<file path="src/rtl/filter_sched_pkg.sv">
`default_nettype none
// ============================================================================
//  Module      : filter_sched_pkg
//  Description : Shared definitions for the filter sample scheduler: default
//                parameter values and the scheduler FSM state encoding.
//  Revision    : 1.0 - initial release
// ============================================================================
package filter_sched_pkg;

  localparam int DEF_DATA_W  = 32;
  localparam int DEF_NUM_CH  = 2;
  localparam int DEF_TIMEOUT = 64;

  // Scheduler FSM: grant a channel, kick the core, wait for it, emit result.
  typedef enum logic [1:0] {
    ST_IDLE   = 2'd0,
    ST_ISSUE  = 2'd1,
    ST_WAIT   = 2'd2,
    ST_OUTPUT = 2'd3
  } state_e;

endpackage : filter_sched_pkg
`default_nettype wire

</file>
<file path="src/rtl/rr_arbiter.sv">
`default_nettype none
// ============================================================================
//  Module      : rr_arbiter
//  Description : Combinational round-robin arbiter. The channel following the
//                last granted one has the highest priority.
//  Ports       : req_i   - per-channel request vector
//                last_i  - index of the most recently granted channel
//                grant_o - one-hot grant (all-zero when nothing requests)
//  Revision    : 1.0 - initial release
// ============================================================================
module rr_arbiter #(
  parameter int NUM_CH = 2,
  parameter int CH_W   = 1
) (
  input  logic [NUM_CH-1:0] req_i,
  input  logic [CH_W-1:0]   last_i,
  output logic [NUM_CH-1:0] grant_o
);

  logic [CH_W-1:0]     w_shift;
  logic [2*NUM_CH-1:0] w_req_dbl;
  logic [NUM_CH-1:0]   w_req_rot;
  logic [NUM_CH-1:0]   w_gnt_rot;
  logic [2*NUM_CH-1:0] w_gnt_dbl;

  // Rotate so the highest-priority channel (last+1) lands at bit 0, pick the
  // lowest set bit, then rotate the one-hot result back.
  assign w_shift   = (last_i == CH_W'(NUM_CH - 1)) ? '0 : last_i + 1'b1;
  assign w_req_dbl = {req_i, req_i} >> w_shift;
  assign w_req_rot = w_req_dbl[NUM_CH-1:0];
  assign w_gnt_rot = w_req_rot & (~w_req_rot + NUM_CH'(1));
  assign w_gnt_dbl = {w_gnt_rot, w_gnt_rot} << w_shift;
  assign grant_o   = w_gnt_dbl[2*NUM_CH-1:NUM_CH];

endmodule : rr_arbiter
`default_nettype wire

</file>
<file path="src/rtl/filter_sample_scheduler.sv">
`default_nettype none
// ============================================================================
//  Module      : filter_sample_scheduler
//  Description : Time-shares one IIR filter core between NUM_CH sample
//                streams. Grants one channel round-robin, presents its sample
//                to the core, waits (bounded by TIMEOUT) for the result and
//                emits it tagged with the channel index.
//  Ports       : in_valid/in_data/in_ready - per-channel sample handshake
//                core_start/core_ch/core_in - request to the shared core
//                core_done/core_out          - result strobe from the core
//                out_valid/out_ch/out_data   - result strobe, no backpressure
//                timeout_err                 - sticky core-timeout flag
//  Revision    : 1.0 - initial release
// ============================================================================
module filter_sample_scheduler
  import filter_sched_pkg::*;
#(
  parameter  int DATA_W  = DEF_DATA_W,
  parameter  int NUM_CH  = DEF_NUM_CH,
  parameter  int TIMEOUT = DEF_TIMEOUT,
  localparam int CH_W    = (NUM_CH > 1) ? $clog2(NUM_CH) : 1
) (
  input  logic                     clk,
  input  logic                     reset,
  input  logic [NUM_CH-1:0]        in_valid,
  input  logic [NUM_CH*DATA_W-1:0] in_data,
  output logic [NUM_CH-1:0]        in_ready,
  output logic                     core_start,
  output logic [CH_W-1:0]          core_ch,
  output logic [DATA_W-1:0]        core_in,
  input  logic                     core_done,
  input  logic [DATA_W-1:0]        core_out,
  output logic                     out_valid,
  output logic [CH_W-1:0]          out_ch,
  output logic [DATA_W-1:0]        out_data,
  output logic                     timeout_err
);

  localparam int              CNT_W   = (TIMEOUT > 1) ? $clog2(TIMEOUT) : 1;
  localparam logic [CNT_W-1:0] CNT_MAX = CNT_W'(TIMEOUT - 1);

  state_e              state_q, state_d;
  logic [CH_W-1:0]     ptr_q,   ptr_d;    // last granted channel
  logic [CNT_W-1:0]    cnt_q,   cnt_d;    // WAIT cycle counter
  logic [CH_W-1:0]     ch_q,    ch_d;     // channel of current transaction
  logic [DATA_W-1:0]   smp_q,   smp_d;    // sample presented to the core
  logic [DATA_W-1:0]   res_q,   res_d;    // core result awaiting output
  logic                err_q,   err_d;

  logic [NUM_CH-1:0]   w_grant;
  logic [CH_W-1:0]     w_gnt_idx;
  logic [DATA_W-1:0]   w_gnt_data;

  rr_arbiter #(
    .NUM_CH (NUM_CH),
    .CH_W   (CH_W)
  ) u_arb (
    .req_i   (in_valid),
    .last_i  (ptr_q),
    .grant_o (w_grant)
  );

  // One-hot grant to index, and the matching sample.
  always_comb begin
    w_gnt_idx  = '0;
    w_gnt_data = '0;
    for (int i = 0; i < NUM_CH; i++) begin
      if (w_grant[i]) begin
        w_gnt_idx  = CH_W'(i);
        w_gnt_data = in_data[i*DATA_W +: DATA_W];
      end
    end
  end

  always_comb begin
    state_d = state_q;
    ptr_d   = ptr_q;
    cnt_d   = cnt_q;
    ch_d    = ch_q;
    smp_d   = smp_q;
    res_d   = res_q;
    err_d   = err_q;
    case (state_q)
      ST_IDLE: begin
        if (|w_grant) begin
          ch_d    = w_gnt_idx;
          smp_d   = w_gnt_data;
          ptr_d   = w_gnt_idx;
          state_d = ST_ISSUE;
        end
      end
      ST_ISSUE: begin
        cnt_d   = '0;
        state_d = ST_WAIT;
      end
      ST_WAIT: begin
        // core_done takes precedence over an expiring timeout.
        if (core_done) begin
          res_d   = core_out;
          state_d = ST_OUTPUT;
        end else if (cnt_q == CNT_MAX) begin
          err_d   = 1'b1;
          state_d = ST_IDLE;
        end else begin
          cnt_d = cnt_q + 1'b1;
        end
      end
      ST_OUTPUT: state_d = ST_IDLE;
      default:   state_d = ST_IDLE;
    endcase
  end

  always_ff @(posedge clk) begin
    if (reset) begin
      state_q <= ST_IDLE;
      ptr_q   <= CH_W'(NUM_CH - 1);   // makes ch0 the first in line
      cnt_q   <= '0;
      ch_q    <= '0;
      smp_q   <= '0;
      res_q   <= '0;
      err_q   <= 1'b0;
    end else begin
      state_q <= state_d;
      ptr_q   <= ptr_d;
      cnt_q   <= cnt_d;
      ch_q    <= ch_d;
      smp_q   <= smp_d;
      res_q   <= res_d;
      err_q   <= err_d;
    end
  end

  // Strobes are masked while reset is held so nothing leaks out before the
  // state register has been cleared.
  assign in_ready    = (state_q == ST_IDLE && !reset) ? w_grant : '0;
  assign core_start  = (state_q == ST_ISSUE)  && !reset;
  assign out_valid   = (state_q == ST_OUTPUT) && !reset;
  assign core_ch     = ch_q;
  assign core_in     = smp_q;
  assign out_ch      = ch_q;
  assign out_data    = res_q;
  assign timeout_err = err_q;

endmodule : filter_sample_scheduler
`default_nettype wire

</file>
<file path="config.mk">
export PLATFORM = sky130hd
export DESIGN_NAME = filter_sample_scheduler
export DESIGN_NICKNAME = d
export VERILOG_FILES = /design/src/rtl/filter_sched_pkg.sv /design/src/rtl/rr_arbiter.sv /design/src/rtl/filter_sample_scheduler.sv
export SDC_FILE = /design/constraint.sdc
export NUM_CORES = 1
export LEC_CHECK = 0
export CAP_MARGIN = 10
export CORE_MARGIN = 10
export CORE_UTILIZATION = 39
export DETAILED_ROUTE_END_ITERATION = 16
export PLACE_DENSITY = 0.8
export SYNTH_ARGS = -nofsm -noshare
export SYNTH_HDL_FRONTEND = slang
export SYNTH_SLANG_ARGS = --single-unit
</file>
<file path="constraint.sdc">
create_clock -name clk -period 1.7 [get_ports clk]
set_input_delay 0.255 -clock clk [delete_from_list [all_inputs] [get_ports clk]]
set_output_delay 0.255 -clock clk [all_outputs]
set_load 0.05 [all_outputs]
</file>
Yosys cells after proc, flatten, opt, wreduce, memory -nomap -nowiden
Index checks and enable logic that the tools add are counted.

Register bits: 75. Bits in latches: 0. RAM bits: 0. ROM bits: 0. Logic and storage cells: 47. Memories kept: 0.

$add $sub $neg: 3. $mul: 0. Div/mod/pow operators: 0. Magnitude comparators: 0. Eq/ne operators: 8. Shift-type cells: 2. Multiplexer cells: 12. Bitwise logic cells: 3. Reductions and logical operators: 12.

Operator list (count): $mux W32 (2); $mux W6 (2); $pmux W6 S2 (1); $mux W2 (4); $pmux W2 S4 (1); $add A6 B1 Y6 const B (1); $eq A6 B6 Y1 const B (1); $ne A2 B2 Y1 const B (3); $reduce_and A2 Y1 (3); $reduce_and A3 Y1 (2); $eq A2 B2 Y1 const B (2); $shl A4 B1 Y4 (1); $shr A4 B1 Y2 (1); $logic_and A1 B1 Y1 (3); $ne A3 B3 Y1 const B (1); $add A2 B1 Y2 const B (1); $and A2 B2 Y2 (1); $eq A2 B1 Y1 const B (1); $logic_not A2 Y1 (1); $mux W1 (2); $not A2 Y2 (1); $reduce_bool A2 Y1 (1); $reduce_or A2 Y1 (1); $add A1 B1 Y1 const B (1); other kinds (2) (2).

Depth between registers and ports, before layout
Gate-level depths: netlist (run 1).

Depth in word-level cells: 10. Depth in mapped cells: 6.

Cells and area by module
From an unflattened synthesis (run 1), not the netlist that was laid out.

Cell total of the unflattened synthesis: 370. Area, all modules: 3036.7 µm².

By module, submodules not included: filter_sample_scheduler (times used 1, cells an instance 367, area an instance 3017.9 µm², seq. area each 1501.4 µm²); rr_arbiter (times used 1, cells an instance 3, area an instance 18.8 µm², seq. area each 0.0 µm²).

Least setup slack after synthesis (run 1)
Ideal clock, no wire load.

Path type: input to output. Start: in reset. End: out out_valid. Data arrival time: 1672 ps. Data required time: 1445 ps. Slack: -227 ps. Cell stages on the path: 3. Cells stage by stage: clkbuf_1 -> clkbuf_1 -> nor3_1.

Word-level cells in the longest chain between the ends: 2.

Ends and longest elaborated chain: start: declaration (line filter_sample_scheduler.sv:24) `input logic reset,`; $logic_not A1 Y1 (line filter_sample_scheduler.sv:137) `assign out_valid = (state_q == ST_OUTPUT) && !reset;`; $logic_and A1 B1 Y1 (line filter_sample_scheduler.sv:137); end: declaration (line filter_sample_scheduler.sv:33) `output logic out_valid,`.

Every way passes these cells.

Final worst setup path (run 1)
Start: reg state_q[1]. End: out in_ready[0].

Word-level cells in the longest chain between the ends: 3.

Ends and longest elaborated chain: start: declaration (line filter_sample_scheduler.sv:42) `state_e state_q, state_d;`; start signal: assignment (line filter_sample_scheduler.sv:123) `state_q <= state_d;`; $logic_not A2 Y1 (line filter_sample_scheduler.sv:135) `assign in_ready = (state_q == ST_IDLE && !reset) ? w_grant : '0;`; $logic_and A1 B1 Y1 (line filter_sample_scheduler.sv:135); $mux W2 (line filter_sample_scheduler.sv:135); end: declaration (line filter_sample_scheduler.sv:27) `output logic [NUM_CH-1:0] in_ready,`.

Every way passes these cells.

==> reports/results.txt, run 1 <==
The routed design has 11400 µm of wire. The run gives 492 as the synthesized net count. The final number of hold-violating endpoints was 0; the net count reported at finish was 657. Worst-case headroom to the max-slew limit: 0.647.

The final design area excluding fillers is 0.00526 mm². For this run, the leading register cell type out of synthesis is sky130_fd_sc_hd__dfxtp_1. The cell area after placement is 0.00494 mm². For the pin with the worst max-slew slack, the measured transition is 0.530 ns. The end of the worst register-to-register path is cnt_q[2]. The tools report the share of total power in sequential cells as 0.370. By area the synthesized netlist is led by sky130_fd_sc_hd__dfxtp_1 46%, sky130_fd_sc_hd__a21oi_1 8.4%, sky130_fd_sc_hd__nand2_1 7.7%, sky130_fd_sc_hd__a32oi_1 4.1%, sky130_fd_sc_hd__a211oi_1 3.5%. The synthesized design contains 75 register bits. In the synthesized netlist, the number of instances is 390. The switching part of the total power came out at 0.319.

In this run, synthesis inferred 0 flip-flops with an integrated enable. The run gives 1.39 ns as the arrival time at the worst endpoint. Once detail routing completed, the nets flagged for antenna violations numbered 0. The analysis attributes to cell leakage a power of 2.02 nW. The switching power was 0.00171 W; the mean post-synth cell area was 8.30 µm².

Standard cell with the maximum stage delay on the critical path: sky130_fd_sc_hd__dfxtp_4. In the final routed layout, each cell accounts on average for 17.1 µm. After routing, the total negative slack on setup checks comes to 0 ns. The logs give 0.398 for the initial core utilization and 0.336 for the clock network fraction of design power. In the synthesized netlist, the cells that appear most often are 75 x sky130_fd_sc_hd__dfxtp_1, 66 x sky130_fd_sc_hd__nand2_1, 54 x sky130_fd_sc_hd__a21oi_1.

The worst setup slack after layout is 0.0536 ns, and the setup slack on the worst flop-to-flop path is 0.18 ns. The area fraction of the dominant cell type after synthesis came out at 0.464. The endpoint of the worst hold-timing path is timeout_err. The width of the die was 111 µm. The min-delay analysis places its worst path in the category input port to flop. The number of cell instances on the worst register-to-register path came out at 5. In this run the critical register-to-register path is launched from cnt_q[0]. The most prevalent standard cell on the critical path was sky130_fd_sc_hd__nor2_4. Setup violations remaining at the end of the flow were counted as 0.

TritonCTS built the clock tree. The number of buffers and inverters on the critical path is 2. Total internal power: 0.00364 W. The floorplan step set the die height to 111 µm. Before antenna repair, the detailed router went through 4 iterations.

The run gives 607 MHz as the maximum clock rate. The area taken by multi-input logic gates came out at 0.00157 mm². In this run, the number of DRC markers left after iteration 0 of detailed routing was 151. Async set-or-reset flop fraction in the synthesized netlist: 0. The initialized floorplan defines 33 standard-cell rows.

The die covers 0.0123 mm². The number of warnings printed during yosys synthesis was 0; the total number of vias was 3599. In the final layout, flip-flops and latches occupy 0.00151 mm². The netlist area before placement was 0.00324 mm²; the core footprint was 0.00813 mm². The overall routing resource usage is 0.175, and the maximum clock insertion buffer count is 2. Final core utilization: 0.647. The start point of the worst min-delay path is reset. Share of the yosys chip area belonging to registers: 0.464.

The kind of cell with the highest combined delay along the critical path is simple AND/OR/NAND/NOR gates. The cell sitting at the root of the clock tree is a sky130_fd_sc_hd__clkbuf_8. The post-route clock period utilization is 0.968, and the maximum fanout count along the critical path is 4. The worst vdd rail ir drop came out at 697 µV.

The data required time at the worst endpoint is 1.44 ns, and the initial antenna violation count is 1. The logs give 43 for the number of different library cells in the post-synthesis netlist and 657 for the fill cell instance count of the final layout. TritonCTS buffer count: 9. The run finished with clean final reports. The fraction of final layout cells with drive strength greater than 1 is 0.238. The count of pins over their slew limit is 0.

Counting instances, the worst hold path has a depth of 2. The tools report the wire length of the first global-routing pass as 18200 µm. The number of H-tree levels was 3; the final worst clock skew was 0.00290 ns. Summed over all layers, the global routing overflow is 0. The cell taking the most area after synthesis was sky130_fd_sc_hd__dfxtp_1. The count of buffers from port buffering came out at 171. OpenSTA, run right after detailed placement, puts the worst setup slack at 0.00821 ns.

The critical path goes through buf_4 > nor2_4 > nand3_2 > nor2_4 > buf_12. The worst setup path is captured at an output pin. The tools report the sum of net half-perimeters after detailed placement as 8660 µm. After detailed routing, the number of remaining DRC violations is 0.

The cell with the most instances after synthesis was sky130_fd_sc_hd__dfxtp_1. In this run the power density over the cells is 1020 mW/mm². The tools report the startpoint type of the worst setup path as a flop. The routed via count divided by cell count came out at 5.40. Stage delay of the slowest cell on the critical path: 0.35 ns.

For this design, the sink count on the clock tree is 75. The combinational cell fraction of total power was 0.294; the weighted congestion at the end of routability-driven global placement was 0.869. After clock tree synthesis, the clock-pin slew on the worst setup and hold paths is 0.08 ns.

The layout overhead on the synthesized area is 62.7%, and the number of max-cap violations is 0. The largest net degree at the start of global routing is 34. Source-to-sink clock delay at the later pin of the worst-skew pair: 0.34 ns. The time the final worst path needs with I/O delays and setup came out at 1.65 ns. The run gives 172 as the I/O pin count. The worst setup path is of the flop to output pin kind. The tools report the number of global-route vias before repair as 3586.

The number of hold buffers added after CTS was 0.
==> worst reg2reg max path, delay by kind of cell (launching register included) <==
family / cells / cell delay (ns)
flops: 1 / 0.42
compound gates: 2 / 0.34
simple gates: 1 / 0.32
fa+ha+maj: 1 / 0.20
buf+inv: 1 / 0.15
==> area by class of cell <==
class	count	share of cell area
repair buffers	198	0.338
multi-input cells	267	0.298
flip-flops and latches	75	0.286
clock inverters	7	0.0264
well taps	105	0.0250
clock buffers	9	0.0235
inverters	4	0.00285
diodes	1	0.000475
==> metrics by stage <==
step / hold slack, ns / std cells / power (W)
floorplan: 0.391 / 390 / 0.00293
global placement: 0.442 / 647 / 0.00354
detailed placement: 0.448 / 647 / 0.00356
CTS: 0.330 / 664 / 0.00536
global route: 0.370 / 666 / 0.00556
finish: 0.367 / 666 / 0.00535
==> routing by layer <==
layer  vias to the layer above  GRT usage  part of all wire
li1                       1753          -                 -
met1                      1652      0.205              0.43
met2                       170      0.283              0.46
met3                        24     0.0606             0.079
met4                         0     0.0737             0.027
met5                         -          0                 0
==> how the worst max path moves through the flow <==
stage	from	to	slack (ns)	cells past startpoint
finish	state_q[1]	in_ready[0]	0.05	5
global route	state_q[1]	in_ready[0]	-0.02	5
CTS	state_q[1]	core_start	0.006	4
detailed placement	in_valid[1]	core_in[2]	0.008	5
global placement	in_valid[1]	in_ready[1]	0.04	5
floorplan	ptr_q	in_ready[0]	0.06	5
==> registers in the layout, indices dropped and copies added (netlist names) <==
name         cells
ptr_q            1
core_ch          1
state_q          2
out_data        32
timeout_err      1
core_in         32
cnt_q            6
==> cells in the final DEF, fill, tap and decap left out, types with 15 or more instances in the layout <==
| cell | instances |
|---|---|
| sky130_fd_sc_hd__clkdlybuf4s50_1 | 97 |
| sky130_fd_sc_hd__buf_4 | 94 |
| sky130_fd_sc_hd__dfxtp_1 | 73 |
| sky130_fd_sc_hd__nand2_1 | 65 |
| sky130_fd_sc_hd__a21oi_1 | 54 |
| sky130_fd_sc_hd__nand3_1 | 19 |
| sky130_fd_sc_hd__nand4_1 | 18 |
| sky130_fd_sc_hd__o21ai_0 | 18 |
| sky130_fd_sc_hd__a31oi_1 | 18 |
| sky130_fd_sc_hd__a32oi_1 | 15 |
| sky130_fd_sc_hd__a211oi_1 | 15 |
==> kinds of logic after synthesis <==
family | after synthesis | synth area share
AND/OR/NAND/NOR | 134 | 0.204
AO/OA/AOI/OAI | 129 | 0.251
flip-flops | 75 | 0.464
buffers and inverters | 48 | 0.0673
multiplexers | 3 | 0.00967
adder cells (fa/ha/maj) | 1 | 0.00387
==> power groups by stage <==
stage	Combinational (W)	Clock, W	Sequential (W)
floorplan	0.000506	0	0.00243
CTS	0.00156	0.00182	0.00198
global route	0.00167	0.00190	0.00200
finish	0.00157	0.00180	0.00198
detailed placement	0.00154	0	0.00202
global placement	0.00152	0	0.00202
==> timing repair <==
item / 4_1_cts / 5_1_grt
pin swaps: 1 / 3
resized for setup: 3 / 11
endpoints found under the setup margin: 3 / 4
buffers inserted: 1 / 1
No activity file was read; power rests on OpenSTA's default activity.
==> run 2: changes to the inputs <==
--- a/config.mk
+++ b/config.mk
@@ -7,9 +7,10 @@
 export LEC_CHECK = 0
 export CAP_MARGIN = 10
 export CORE_MARGIN = 10
-export CORE_UTILIZATION = 39
+export CORE_UTILIZATION = 38
 export DETAILED_ROUTE_END_ITERATION = 16
 export PLACE_DENSITY = 0.8
 export SYNTH_ARGS = -nofsm -noshare
 export SYNTH_HDL_FRONTEND = slang
+export SYNTH_HIERARCHICAL = 1
 export SYNTH_SLANG_ARGS = --single-unit
==> run 2 against run 1 <==
Net effect: count of clock-buffer cells in the layout grew 1; critical path type unchanged; sequential power grew 2%; largest power group unchanged; largest cell class unchanged; utilization grew 0.57 points; global-route usage shrank 0.19 points; die area shrank 3.0%; combinational power grew 15%; maximum frequency shrank 2.0%; synthesized area shrank 6.1%; register-to-register slack is essentially flat; via count shrank 7.1%; setup slack lost 0.033 ns.
==> reports/results.txt, run 2 <==
Yosys instantiated no cell more often than sky130_fd_sc_hd__dfxtp_1. Dominant register cell in the synthesized netlist: sky130_fd_sc_hd__dfxtp_1. The run gives 472 as the synthesized net count.

The commonest cells after synthesis are 75 x sky130_fd_sc_hd__dfxtp_1, 71 x sky130_fd_sc_hd__nand2_1, 35 x sky130_fd_sc_hd__a21oi_1, 35 x sky130_fd_sc_hd__nor2_1, 32 x sky130_fd_sc_hd__a211oi_1. The die outline area came out at 0.0120 mm². The repair_antennas step left the layout with diodes totalling 0. The number of sinks handled by clock tree synthesis was 75; the slew at the pin closest to its max-slew limit was 0.449 ns. The first detailed-routing pass ran for 4 iterations. In this run the worst setup path begins at ptr_q. Most frequent standard cell in the layout excluding fill and tap cells: sky130_fd_sc_hd__clkdlybuf4s50_1.

The root buffer cell chosen for the clock tree is sky130_fd_sc_hd__clkbuf_8. The run finished with clean final reports. The tools report the number of standard cells in the layout, taps in and fillers out as 653. In this run, synthesis produced a sequential element count of 75. Summed over all layers, the routed wires come to 10700 µm.

The startpoint type of the worst setup path is a flop. The sum of net half-perimeters after detailed placement was 8200 µm; the async set-or-reset flop fraction in the synthesized netlist was 0. The arrival time at the worst endpoint is 1.42 ns, and the synthesized instance count is 370. In this run, synthesis inferred 0 flip-flops with an integrated enable. The overall routing resource usage was 0.173; the maximum clock insertion buffer count was 2. The analysis attributes to cell leakage a power of 1.97 nW. Area fraction of the dominant cell type after synthesis: 0.494.

The tools report the end of the worst register-to-register path as core_in[6]. The congestion estimate from routability-driven global placement came to 0.788. The width of the die is 109 µm. The post-route clock period utilization is 0.988, and the number of placed instances with taps included is 633.

The tools report the start point of the worst min-delay path as reset. The worst hold path terminates at state_q[0]. Setup total negative slack: 0 ns.

The number of global-route vias before repair is 3380. Ranked by total cell area, the synthesized netlist is headed by sky130_fd_sc_hd__dfxtp_1 49%, sky130_fd_sc_hd__nand2_1 8.8%, sky130_fd_sc_hd__a211oi_1 7.9%, sky130_fd_sc_hd__a21oi_1 5.8%, sky130_fd_sc_hd__o22ai_1 5.4%. The count of pins over their slew limit was 0; the share of the yosys chip area belonging to registers was 0.494. For the worst-case headroom to the max-slew limit, the log shows 0.700. In this run the remaining antenna-violating nets after routing total 0. Entering global routing, the biggest net connects 48 pins. Final routed wire length divided by cell count: 16.3 µm.

In this run the standard cell core region covers 0.00777 mm². During synthesis, Yosys emitted a total of 6 warnings. The source-to-sink clock delay at the later pin of the worst-skew pair was 0.34 ns; the final number of hold-violating endpoints was 0. For this design the top-level I/O count stands at 172. The number of cell instances on the worst register-to-register path is 8. The worst setup path is of the flop to output pin kind. For this design, the CTS-stage hold fixing added 0 buffers. The path class of the tightest hold or removal check is input port to flop. Setup violations remaining at the end of the flow were counted as 0. The tools report the initial antenna violation count as 0. The maximum fanout count along the critical path was 3; the maximum clock rate was 595 MHz. In this run the critical register-to-register path is launched from ptr_q. From bottom edge to top edge, the die measures 109 µm.

In this run the number of H-tree levels came out at 3. The first global-routing pass estimated 16600 µm of wire. The worst setup path is captured at an output pin.

The final layout contains 648 nets. The layout overhead on the synthesized area came out at 67.0%. Counting distinct cell types in the post-synthesis netlist gives 35. In this run the tool buffered the top-level ports with 171 buffer cells. The routed via count divided by cell count came out at 5.12. The number of clock buffers added by TritonCTS is 9. The initial core utilization is 0.391, and the worst vdd rail ir drop is 632 µV.

The fraction of final layout cells with drive strength greater than 1 works out to 0.227. The final route contains 3342 vias. For the data required time at the worst endpoint, the log shows 1.44 ns. The cell taking the most area after synthesis is sky130_fd_sc_hd__dfxtp_1.

The post-route DRC violation count was 0; the number of standard-cell rows in the floorplan was 32. Along the worst hold path, the cell count comes to 2. Total global routing overflow: 0. The average instance in the mapped netlist occupies 8.21 µm². Across the run, the number of max-cap violations was 0. The run gives 0.336 ns as the final worst hold slack.

TritonCTS built the clock tree. The setup slack on the worst flop-to-flop path was 0.17 ns; the netlist area before placement was 0.00304 mm². The clock transition at the registers of the reported paths was 0.08 ns; the first-iteration detailed-routing DRC count was 108.

For this design the ratio of total power to cell area is 991 mW/mm². The top cell types in the final layout, fill and taps aside, are 97 x sky130_fd_sc_hd__clkdlybuf4s50_1, 90 x sky130_fd_sc_hd__buf_4, 74 x sky130_fd_sc_hd__dfxtp_1. Time the final worst path needs with I/O delays and setup: 1.68 ns.

For the final worst clock skew, the log shows 0.00849 ns. Setup repair after global routing could not meet its margin everywhere.
==> run 2: worst max path at each step <==
stage               depth (start not counted)  slack [ns]          end
floorplan                                   5       0.006  in_ready[0]
global route                                5       -0.04  in_ready[0]
CTS                                         5       -0.08  in_ready[1]
finish                                      5        0.02  in_ready[1]
global placement                            6       -0.18  in_ready[1]
detailed placement                          6       -0.16  in_ready[1]
==> run 2: report_power, final <==
group          switching, W  internal, W  leakage [nW]
clock network      0.000669     0.000530        0.0822
registers         0.0000934      0.00192         0.614
logic               0.00110     0.000708          1.27
==> run 2: area by class of cell <==
type,count,area [µm²]
Fill cell,682,2700
Timing Repair Buffer,198,1830
Sequential cell,75,1500
Multi-Input combinational cell,260,1430
Clock buffer,10,128
Tap cell,102,128
Clock inverter,6,42.5
Inverter,2,10.0
==> run 2: layer usage <==
layer	vias to the layer above	track usage	routed length, µm
met4	0	0.0632	164
met2	108	0.307	5500
li1	1664	-	-
met5	-	0	0
met1	1556	0.179	4050
met3	14	0.0702	960
==> run 2: through the flow <==
step | instance area [µm²] | power, W | setup slack [ns] | utilization
floorplan | 3080 | 0.00312 | 0.00567 | -
global placement | 4860 | 0.00382 | -0.180 | 0.625
detailed placement | 4860 | 0.00386 | -0.163 | 0.625
CTS | 5060 | 0.00507 | -0.0754 | 0.652
global route | 5070 | 0.00527 | -0.0397 | 0.653
finish | 5070 | 0.00502 | 0.0202 | 0.653
==> run 2: logic make-up (layout without fill, tap and decap cells) <==
| logic type | after synthesis | count (layout) | share of synthesized area |
|---|---|---|---|
| flops | 75 | 75 | 0.494 |
| fa+ha+maj | 1 | 1 | 0.00412 |
| buf+inv | 35 | 216 | 0.0494 |
| simple gates | 140 | 140 | 0.208 |
| compound gates | 119 | 119 | 0.244 |
==> run 2: repair_timing <==
item                                    in CTS  in global routing
endpoints found under the setup margin       3                  4
setup buffers                                4                  0
pin swaps                                    3                  2
endpoints found under the hold margin        0                  0
gates resized for setup                      5                  2
==> run 2: worst max-delay path, stage by stage, from the launching register on <==
cell	delay (ns)
sky130_fd_sc_hd__dfxtp_2	0.34
sky130_fd_sc_hd__a21boi_2	0.13
sky130_fd_sc_hd__buf_4	0.14
sky130_fd_sc_hd__inv_4	0.04
sky130_fd_sc_hd__nor4_4	0.27
sky130_fd_sc_hd__buf_12	0.18
==> run 3: changes to the inputs <==
--- a/config.mk
+++ b/config.mk
@@ -7,9 +7,9 @@
 export LEC_CHECK = 0
 export CAP_MARGIN = 10
 export CORE_MARGIN = 10
-export CORE_UTILIZATION = 38
+export CORE_UTILIZATION = 50
 export DETAILED_ROUTE_END_ITERATION = 16
-export PLACE_DENSITY = 0.8
+export DONT_BUFFER_PORTS = 1
 export SYNTH_ARGS = -nofsm -noshare
 export SYNTH_HDL_FRONTEND = slang
 export SYNTH_HIERARCHICAL = 1
==> run 3 against run 2 <==
Net effect: the flow now finishes with violations (hold timing); non-clock buffer count decreased by 164; die area decreased by 20%; sequential power increased by 19%; largest power group unchanged.
==> reports/results.txt, run 3 (same netlist as run 2, synthesis figures left out) <==
After global routing the overflow that remains totals 0. Of all nets on the critical path, the largest fanout is 3. The worst hold path begins at reset. The flow ran to the end, but the final reports show violations. In the final routed layout, each cell accounts on average for 19.7 µm.

For the count of pins over their slew limit, the log shows 0. After detailed placement, the total cell area comes to 0.00333 mm². The region available for standard cell placement spans 0.00592 mm². The height of the die is 97.9 µm, and the remaining antenna violation count after routing is 0. Tracing the worst setup path back leads to its startpoint at ptr_q. The initial antenna violation count is 0, and the total number of vias is 2645. The tree is rooted in a sky130_fd_sc_hd__clkbuf_8. The clock period could shrink to 1.68 ns. For the number of max-cap violations, the log shows 0. The tools report the arrival time at the worst endpoint as 1.42 ns. Sum of net half-perimeters after detailed placement: 6610 µm. Summing all multi-input logic gate instances after layout gives 0.00143 mm². The largest net degree at the start of global routing was 81; the slew at the pin closest to its max-slew limit was 0.567 ns.

The final number of hold-violating endpoints is 5. On the final layout, the worst clock skew is 0.00659 ns. Buffers inserted during clock tree synthesis total 9. The routed via count divided by cell count came out at 5.74. Input and output buffers added on the ports amount to 0. Net count reported at finish: 484. STA classifies the critical path endpoint as an output pin. The tools report the number of standard cells in the layout, taps in and fillers out as 461. The final reports fail on hold timing. The maximum clock insertion buffer count came out at 2.

The worst setup path is launched from a flop. After the first detailed-routing iteration, the DRC count stood at 64. The number of sinks handled by clock tree synthesis came out at 75. The library cells used most frequently in the layout, excluding fill and tap cells, are 74 x sky130_fd_sc_hd__dfxtp_1, 71 x sky130_fd_sc_hd__nand2_1, 35 x sky130_fd_sc_hd__a21oi_1. The post-route clock period utilization came out at 0.986. The tools report the overall routing resource usage as 0.177.

For the number of placed instances with taps included, the log shows 444. The tools report the initial core utilization as 0.513. By startpoint and endpoint, the worst setup path is classified as flop to output pin.

The tools report the number of global-route vias before repair as 2685. For the fill cell instance count of the final layout, the log shows 557. The worst-case headroom to the max-slew limit came out at 0.621.

The fraction of final layout cells with drive strength greater than 1 was 0.158. The completed layout was analyzed and its total power is 0.00468 W. The total leakage power is 1.24 nW, and the number of endpoints failing setup at the final stage is 0. The total detailed-routing wirelength is 9070 µm, and the power per standard cell area is 1320 mW/mm². The maximum clock rate was 596 MHz. In the final layout, flip-flops and latches occupy 0.00151 mm². The later pin in the worst-skew pair is clocked with a latency of 0.33 ns. TritonCTS built the clock tree. Setup repair after global routing could not meet its margin everywhere. Summing all non-filler instances in the final layout gives an area of 0.00355 mm². After floorplanning, the core was divided into 28 placement rows. In the routed design, unresolved DRC markers number 0.

The first global-routing pass estimated 14100 µm of wire. The congestion estimate from routability-driven global placement came to 0.811. The most frequent standard cell in the layout excluding fill and tap cells is sky130_fd_sc_hd__dfxtp_1. In this run the number of H-tree levels came out at 3.

For this run, the detailed router's first-pass iteration total came to 4. Layout overhead on the synthesized area: 17.1%. The type of the tightest min-delay check was input port to flop.

The die is 97.9 µm wide. VDD sags by at most 685 µV. The I/O pin count was 172. The data required time at the worst endpoint is 1.44 ns. The tools report the worst reg2reg path startpoint as ptr_q.

The run gives 0 as the number of antenna diodes. The final worst hold slack is -0.00372 ns. The die covers 0.00959 mm². Clock-pin slew was measured on the worst setup and hold paths at 0.08 ns.
==> run 3: critical path, cell delays in order, from the launching register on <==
cell,delay (ns)
sky130_fd_sc_hd__dfxtp_4,0.37
sky130_fd_sc_hd__inv_2,0.03
sky130_fd_sc_hd__a21boi_1,0.12
sky130_fd_sc_hd__buf_4,0.14
sky130_fd_sc_hd__nor4b_4,0.24
sky130_fd_sc_hd__buf_12,0.18
==> run 3: final timing paths <==
check                     end  slack, ns  cells after the start
setup / recovery  in_ready[0]       0.02                      5
hold / removal       cnt_q[3]     -0.004                      1
setup reg to reg   core_in[6]       0.11                      8
hold reg to reg      cnt_q[1]       0.49                      2
==> run 3: layout make-up <==
class                   instances  share of cell area
inverters                       2             0.00282
multi-input cells             260               0.403
clock inverters                 6              0.0190
well taps                      75              0.0264
flip-flops and latches         75               0.423
repair buffers                 34              0.0905
clock buffers                   9              0.0348
==> run 3: through the flow <==
step / util / hold WS [ns] / setup TNS, ns / worst slack [ns]
after floorplan: - / 0.391 / 0 / 0.00567
after global placement: 0.562 / 0.333 / 0 / 0.172
after detailed placement: 0.562 / 0.338 / 0 / 0.121
after CTS: 0.598 / -0.0294 / -0.00564 / -0.00564
after global routing: 0.600 / -0.0328 / -0.0711 / -0.0480
final: 0.600 / -0.00372 / 0 / 0.0230
==> run 3: what timing repair did <==
item | 4_1_cts | 5_1_grt
setup endpoints to repair | 3 | 5
hold endpoints to repair | 73 | 72
setup buffers | 2 | 0
pin swaps | 3 | 0
resized for setup | 4 | 4
==> run 3: layer usage <==
layer | GRT usage | vias to the layer above | part of all wire
met3 | 0.0916 | 8 | 0.12
met4 | 0.0604 | 0 | 0.011
met2 | 0.275 | 118 | 0.47
met1 | 0.204 | 1183 | 0.41
met5 | 0 | - | 0
li1 | - | 1336 | -
==> run 3: report_power, final <==
group | switching [W] | leakage [nW] | internal (W) | total [W]
Clock | 0.000652 | 0.0913 | 0.000672 | 0.00132
Combinational | 0.000597 | 0.531 | 0.000350 | 0.000947
Sequential | 0.000488 | 0.614 | 0.00192 | 0.00241
